--- src/rtl/operand_stage.sv ---
// Operand stage of a small RV32 pipeline.
// Decodes a subset of RV32I ALU instructions (ADD, SUB, AND, OR, ADDI, ANDI,
// ORI), reads operands from a 32 x 32-bit register file with optional
// same-cycle writeback forwarding, and presents the decoded operation to the
// ALU through a valid/ready output register. Unsupported encodings are dropped
// and flagged with a one-cycle illegal pulse.
module operand_stage #(
  parameter bit BYPASS = 1'b1
) (
  input  logic        clk,
  input  logic        rst,
  // instruction input handshake
  input  logic        instr_valid,
  output logic        instr_ready,
  input  logic [31:0] instr,
  // writeback port
  input  logic        wb_en,
  input  logic [4:0]  wb_rd,
  input  logic [31:0] wb_data,
  // ALU output handshake
  output logic        alu_valid,
  input  logic        alu_ready,
  output logic [2:0]  alu_func,
  output logic [31:0] alu_op1,
  output logic [31:0] alu_op2,
  output logic [4:0]  alu_rd,
  output logic        illegal
);

  // ALU operation codes presented on alu_func.
  typedef enum logic [2:0] {
    ALU_ADD = 3'b000,
    ALU_SUB = 3'b001,
    ALU_AND = 3'b010,
    ALU_OR  = 3'b011
  } alu_func_e;

  // Major opcodes and funct fields recognised by the decoder.
  localparam logic [6:0] OPC_OP     = 7'b0110011;
  localparam logic [6:0] OPC_OP_IMM = 7'b0010011;
  localparam logic [6:0] F7_BASE    = 7'b0000000;
  localparam logic [6:0] F7_ALT     = 7'b0100000;
  localparam logic [2:0] F3_ADD     = 3'b000;
  localparam logic [2:0] F3_OR      = 3'b110;
  localparam logic [2:0] F3_AND     = 3'b111;

  // ---------------------------------------------------------------------------
  // Instruction fields
  // ---------------------------------------------------------------------------
  logic [6:0]  opcode;
  logic [4:0]  rd;
  logic [2:0]  funct3;
  logic [4:0]  rs1;
  logic [4:0]  rs2;
  logic [6:0]  funct7;
  logic [31:0] imm_i;

  assign opcode = instr[6:0];
  assign rd     = instr[11:7];
  assign funct3 = instr[14:12];
  assign rs1    = instr[19:15];
  assign rs2    = instr[24:20];
  assign funct7 = instr[31:25];
  assign imm_i  = {{20{instr[31]}}, instr[31:20]};

  // ---------------------------------------------------------------------------
  // Register file
  // ---------------------------------------------------------------------------
  logic [31:0] regs_q [32];
  logic [31:0] rs1_val;
  logic [31:0] rs2_val;

  // Register file write: one writeback per cycle, x0 is never written.
  // NOTE: this storage is reset on purpose, because every register must read 0
  // after reset; a plain RAM would normally be left unreset so it can map to
  // memory macros.
  always_ff @(posedge clk or posedge rst) begin
    if (rst) begin
      for (int i = 0; i < 32; i++) begin
        regs_q[i] <= '0;
      end
    end else if (wb_en && (wb_rd != 5'd0)) begin
      // NOTE: sequential state uses non-blocking assignments so every register
      // samples pre-edge values regardless of block evaluation order.
      regs_q[wb_rd] <= wb_data;
    end
  end

  // Operand read: combinational, optional forwarding of a same-cycle
  // writeback, x0 forced to zero last so it wins over any forwarding.
  always_comb begin
    // NOTE: every combinationally assigned signal gets a default first, so no
    // path through the block leaves it unassigned and no latch is inferred.
    rs1_val = regs_q[rs1];
    rs2_val = regs_q[rs2];
    if (BYPASS && wb_en && (wb_rd == rs1)) begin
      rs1_val = wb_data;
    end
    if (BYPASS && wb_en && (wb_rd == rs2)) begin
      rs2_val = wb_data;
    end
    if (rs1 == 5'd0) begin
      rs1_val = '0;
    end
    if (rs2 == 5'd0) begin
      rs2_val = '0;
    end
  end

  // ---------------------------------------------------------------------------
  // Decoder
  // ---------------------------------------------------------------------------
  logic      dec_legal;
  logic      dec_use_imm;
  alu_func_e dec_func;

  // Decode the supported R-type and I-type ALU instructions; anything else
  // leaves dec_legal low.
  always_comb begin
    dec_legal   = 1'b0;
    dec_use_imm = 1'b0;
    dec_func    = ALU_ADD;
    case (opcode)
      OPC_OP: begin
        if (funct7 == F7_BASE) begin
          case (funct3)
            F3_ADD: begin
              dec_legal = 1'b1;
              dec_func  = ALU_ADD;
            end
            F3_AND: begin
              dec_legal = 1'b1;
              dec_func  = ALU_AND;
            end
            F3_OR: begin
              dec_legal = 1'b1;
              dec_func  = ALU_OR;
            end
            default: dec_legal = 1'b0;
          endcase
        end else if ((funct7 == F7_ALT) && (funct3 == F3_ADD)) begin
          dec_legal = 1'b1;
          dec_func  = ALU_SUB;
        end
      end
      OPC_OP_IMM: begin
        dec_use_imm = 1'b1;
        case (funct3)
          F3_ADD: begin
            dec_legal = 1'b1;
            dec_func  = ALU_ADD;
          end
          F3_AND: begin
            dec_legal = 1'b1;
            dec_func  = ALU_AND;
          end
          F3_OR: begin
            dec_legal = 1'b1;
            dec_func  = ALU_OR;
          end
          default: dec_legal = 1'b0;
        endcase
      end
      default: dec_legal = 1'b0;
    endcase
  end

  // ---------------------------------------------------------------------------
  // Handshake and output register
  // ---------------------------------------------------------------------------
  logic        alu_valid_q, alu_valid_d;
  alu_func_e   alu_func_q,  alu_func_d;
  logic [31:0] alu_op1_q,   alu_op1_d;
  logic [31:0] alu_op2_q,   alu_op2_d;
  logic [4:0]  alu_rd_q,    alu_rd_d;
  logic        illegal_q,   illegal_d;
  logic        accept;
  logic        load;

  // The stage can take a new instruction whenever the output register is
  // empty or is being drained this cycle.
  assign instr_ready = !alu_valid_q || alu_ready;
  assign accept      = instr_valid && instr_ready;
  assign load        = accept && dec_legal;

  // Next-state of the output register: a legal accept overwrites it (also
  // when the held operation drains in the same cycle), a drain alone empties
  // it, otherwise everything holds so operands stay stable under a stall.
  always_comb begin
    alu_valid_d = alu_valid_q;
    alu_func_d  = alu_func_q;
    alu_op1_d   = alu_op1_q;
    alu_op2_d   = alu_op2_q;
    alu_rd_d    = alu_rd_q;
    illegal_d   = accept && !dec_legal;
    if (load) begin
      alu_valid_d = 1'b1;
      alu_func_d  = dec_func;
      alu_op1_d   = rs1_val;
      alu_op2_d   = dec_use_imm ? imm_i : rs2_val;
      alu_rd_d    = rd;
    end else if (alu_ready) begin
      alu_valid_d = 1'b0;
    end
  end

  // Output register update; reset discards any held operation immediately.
  always_ff @(posedge clk or posedge rst) begin
    if (rst) begin
      alu_valid_q <= 1'b0;
      alu_func_q  <= ALU_ADD;
      alu_op1_q   <= '0;
      alu_op2_q   <= '0;
      alu_rd_q    <= '0;
      illegal_q   <= 1'b0;
    end else begin
      alu_valid_q <= alu_valid_d;
      alu_func_q  <= alu_func_d;
      alu_op1_q   <= alu_op1_d;
      alu_op2_q   <= alu_op2_d;
      alu_rd_q    <= alu_rd_d;
      illegal_q   <= illegal_d;
    end
  end

  assign alu_valid = alu_valid_q;
  assign alu_func  = alu_func_q;
  assign alu_op1   = alu_op1_q;
  assign alu_op2   = alu_op2_q;
  assign alu_rd    = alu_rd_q;
  assign illegal   = illegal_q;

endmodule

--- config.mk ---
export PLATFORM = sky130hd
export DESIGN_NAME = operand_stage
export DESIGN_NICKNAME = d
export VERILOG_FILES = /design/src/rtl/operand_stage.sv
export SDC_FILE = /design/constraint.sdc
export NUM_CORES = 2
export LEC_CHECK = 0
export CORE_AREA = 2 2 314 316
export CTS_BUF_LIST = sky130_fd_sc_hd__clkbuf_4
export CTS_CLUSTER_DIAMETER = 40
export DETAILED_ROUTE_END_ITERATION = 6
export DIE_AREA = 0 0 316 318
export GPL_TIMING_DRIVEN = 0
export HOLD_SLACK_MARGIN = 0.15
export PLACE_DENSITY = 0.8
export SLEW_MARGIN = 20
export SYNTH_ARGS = -nofsm -noshare
export SYNTH_HDL_FRONTEND = slang
export SYNTH_SLANG_ARGS = --single-unit
--- constraint.sdc ---
create_clock -name clk -period 47.2 [get_ports clk]
set_input_delay 9.44 -clock clk [delete_from_list [all_inputs] [get_ports clk]]
set_output_delay 9.44 -clock clk [all_outputs]
set_load 0.05 [all_outputs]
==> results.toml <==
[layout]
utilization_pct = 66.41
regArea_um2 = 27450
fin_cells = 6139
area_delta_synth_final_pct = 12.13
multiInputGateArea_um2 = 28170
nFillCells = 7044
nNetsFinal = 4732
drive_gt1_share_pct = 40.84
fin_area_um2 = 64690

[setup_path]
reg2reg_from = "alu_valid"
worst_path_max_delay_cell = "clkdlybuf4s50_1"
end_kind = "output port"
worstPathCellList = "clkdlybuf4s50_1 -> nand2b_1 -> clkdlybuf4s50_1"
worstSetupStartpointType = "input pin"
critPathRequiredTime_ps = 37760
critPathMostFrequentCell = "clkdlybuf4s50_1"
path_class = "in -> out"
arrival_ps = 10840
cp_slowest_stage_delay_ps = 810
timing.critical_path.buf_inv = 2
crit_start = "alu_ready"
critPathMaxFanout = 3
crit_family = "buffers and inverters"

[hold_path]
min_path_type = "reg -> reg"
hp-start = "alu_func[0]"

[synth]
synthAdderAreaFrac_pct = 0
synthXorXnorAreaFrac_pct = 0.1518
synth_top_family_by_area = "multiplexers"
synth_nets = 4272
synthMuxAreaShare_pct = 39.09
ys.flop_type = "dfrtp_1"
synth_edf_count = 0
synth-compound-area-share_pct = 6.536
synth_seq_cells = 1097
netlist_instances = 4198
synth-simple-area-share_pct = 3.040
synth_area_per_cell_um2 = 13.74
ys_warn_count = 0
syn_area_um2 = 57700
async_reset_ff_share_pct = 100.0
ys_types = 57
yosysSeqAreaShare_pct = 47.58

[route]
wl_met2_mm = 89.88
avgViaCountPerCell = 7.192
drtAntennaViolNets = 0
drt-total-wl_mm = 213.1
met1_length_mm = 74.00
wire_per_inst_um = 34.72
wl_met3_mm = 29.89
dr_total_vias = 44150
highest_layer = "met5"
drcViolationCount = 26
first_iter_violations = 6488
dr.pass1.iters = 7

[floorplanning]
fp.dieW_um = 316
die_y_um = 318
row_count = 115
die_area_um2 = 100500
io_pins = 149
initial_core_util_pct = 59.23
core_um2 = 97410

[clocking]
htreeDepth = 5
post-cts-setup-buffers = 0
cts_tree = "built"
ctsHoldBuffers = 0
cts.path.max_buffers = 4
root_buffer = "clkbuf_4"
path_clk_slew_ps = 60
insertion_delay_ps = 1300
cts.sinks = 1097
numCtsBuffers = 309
cts_resized = 0

[sta]
finalHoldViolCount = 0
max_freq_mhz = 49.31
fin_crit_sh_pct = 42.96
relSlewSlack_pct = 11.36
worst_slew_pin_slew_ps = 1330
rsz0062_at_grt = "no"
skew_ps = 102.3
maxSlewViolCount = 0
finalSetupViolCount = 0
fin_crit_ps = 20280

[pwr]
p_sw_share_pct = 30.11
internal_power_mw = 1.850
comb_power_share_pct = 20.5
clkPwrFrac_pct = 32.6
seqPwrFrac_pct = 46.9
p_sw_mw = 0.7970
peakVddDrop_mv = 0.01895
p_leak_nw = 28.95
power_density_nw_per_um2 = 40.92

[outcome]
violations = "design-rule violations"
run_status = "finished, violations left"

[flow_run]
drv_cap = 0

[placed_design]
hpwl_mm = 143.0
dp.cells = 5633
portBuffers = 136
gp_congestion = 1.017
dpl-instance-area_um2 = 61000

[global_route]
grt_pass1_wl_mm = 303.9
antenna_found_initial = 8
grt_util_all_layers_pct = 42.56
grt_start_max_net_pins = 108
grt_pass1_vias = 44440
grt_overflow = 0
-- worst paths after layout --
path                          endpoint  slack, ps  cells after the start
max                        instr_ready      26920                      3
min                        alu_func[0]        470                      2
max reg2reg                 alu_op1[8]      43700                      7
min reg2reg                alu_func[0]        470                      2
max in group asynchronous  regs_q[620]      36190                      6
min in group asynchronous  regs_q[440]       8680                      2
-- tightest hold or removal path, cell delays in order (launching register included) --
cell     delay (ps)
dfrtp_1         340
nand2_1          50
nand2_1          50
-- layout by cell type (no fill, tap or decap), types with 26 or more instances in the layout --
cell,count
a21oi_1,90
a22oi_1,198
clkbuf_4,442
mux2_2,994
buf_2,127
dfrtp_1,1097
buf_1,39
nand3_1,77
clkbuf_2,26
o21ai_0,53
buf_4,31
nor2b_1,70
nor2_1,57
a41oi_1,31
a221o_1,32
mux4_2,308
clkbuf_1,232
nand2_1,105
clkinv_1,31
clkdlybuf4s50_1,136
mux2i_1,442
-- cell usage after synthesis, types with 24 or more instances --
| cell | number | area (um^2) |
|---|---|---|
| a211oi_1 | 24 | 180.2 |
| a21oi_1 | 90 | 450.4 |
| a221o_1 | 32 | 320.3 |
| a22oi_1 | 198 | 1486 |
| a31oi_1 | 24 | 150.1 |
| a41oi_1 | 31 | 271.5 |
| buf_1 | 55 | 206.5 |
| buf_2 | 123 | 615.6 |
| buf_4 | 31 | 232.7 |
| clkbuf_1 | 246 | 923.4 |
| dfrtp_1 | 1097 | 27450 |
| mux2_2 | 994 | 11190 |
| mux2i_1 | 442 | 4424 |
| mux4_2 | 308 | 6937 |
| nand2_1 | 105 | 394.1 |
| nand3_1 | 77 | 385.4 |
| nor2_1 | 58 | 217.7 |
| nor2b_1 | 70 | 437.9 |
| o21ai_0 | 54 | 270.3 |
-- cell type report --
cell class              instances  area share, %
multi-input cells            2634          43.55
diodes                         16        0.06189
repair buffers                149          2.613
well taps                    1287          2.489
flip-flops and latches       1097          42.43
clock inverters                47         0.4487
inverters                       5        0.04061
clock buffers                 442          5.129
plain buffers                 462          3.238
-- cell families (layout without fill, tap and decap cells) --
| family | count (synthesis) | count (layout) |
|---|---|---|
| xor gates and xnor gates | 10 | 10 |
| and+or+nand+nor | 354 | 354 |
| AOI/OAI and AO/OA | 525 | 525 |
| DFF | 1097 | 1097 |
| muxes | 1744 | 1744 |
| buffers and inverters | 467 | 1105 |
| other | 1 | 17 |
-- power by group through the flow --
| stage | sequential, mW | clock (mW) | combinational, mW |
|---|---|---|---|
| 6_report | 1.24 | 0.862 | 0.542 |
| 5_1_grt | 1.26 | 0.909 | 0.569 |
| 4_1_cts | 1.23 | 0.857 | 0.531 |
| 3_5_place_dp | 1.25 | 0 | 0.529 |
| 3_3_place_gp | 1.24 | 0 | 0.509 |
| 2_1_floorplan | 1.22 | 0 | 0.392 |
-- flip-flops by register name, indices dropped and copies added, names as in the netlist --
signal and count:
alu_valid 1, alu_op1 32, alu_rd 5, illegal 1
regs_q 1024, alu_op2 32, alu_func 2
-- per-layer routing --
layer | GRT usage [%] | vias up
met3 | 18.52 | 1010
li1 | - | 17010
met5 | 2.563 | -
met1 | 52.15 | 22470
met2 | 59.10 | 3642
met4 | 31.85 | 18
-- metrics by stage --
| stage | hold slack [ps] | setup WS (ps) | power [mW] | setup TNS, ps |
|---|---|---|---|---|
| 4_1_cts | 479.1 | 26920 | 2.621 | 0 |
| 3_5_place_dp | 462.7 | 26920 | 1.779 | 0 |
| 2_1_floorplan | 445.1 | 6874 | 1.614 | 0 |
| 3_3_place_gp | 451.0 | -5328 | 1.747 | -5626720 |
| 6_report | 473.7 | 26920 | 2.647 | 0 |
| 5_1_grt | 505.0 | 26850 | 2.736 | 0 |
No activity file was read; power rests on OpenSTA's default activity.
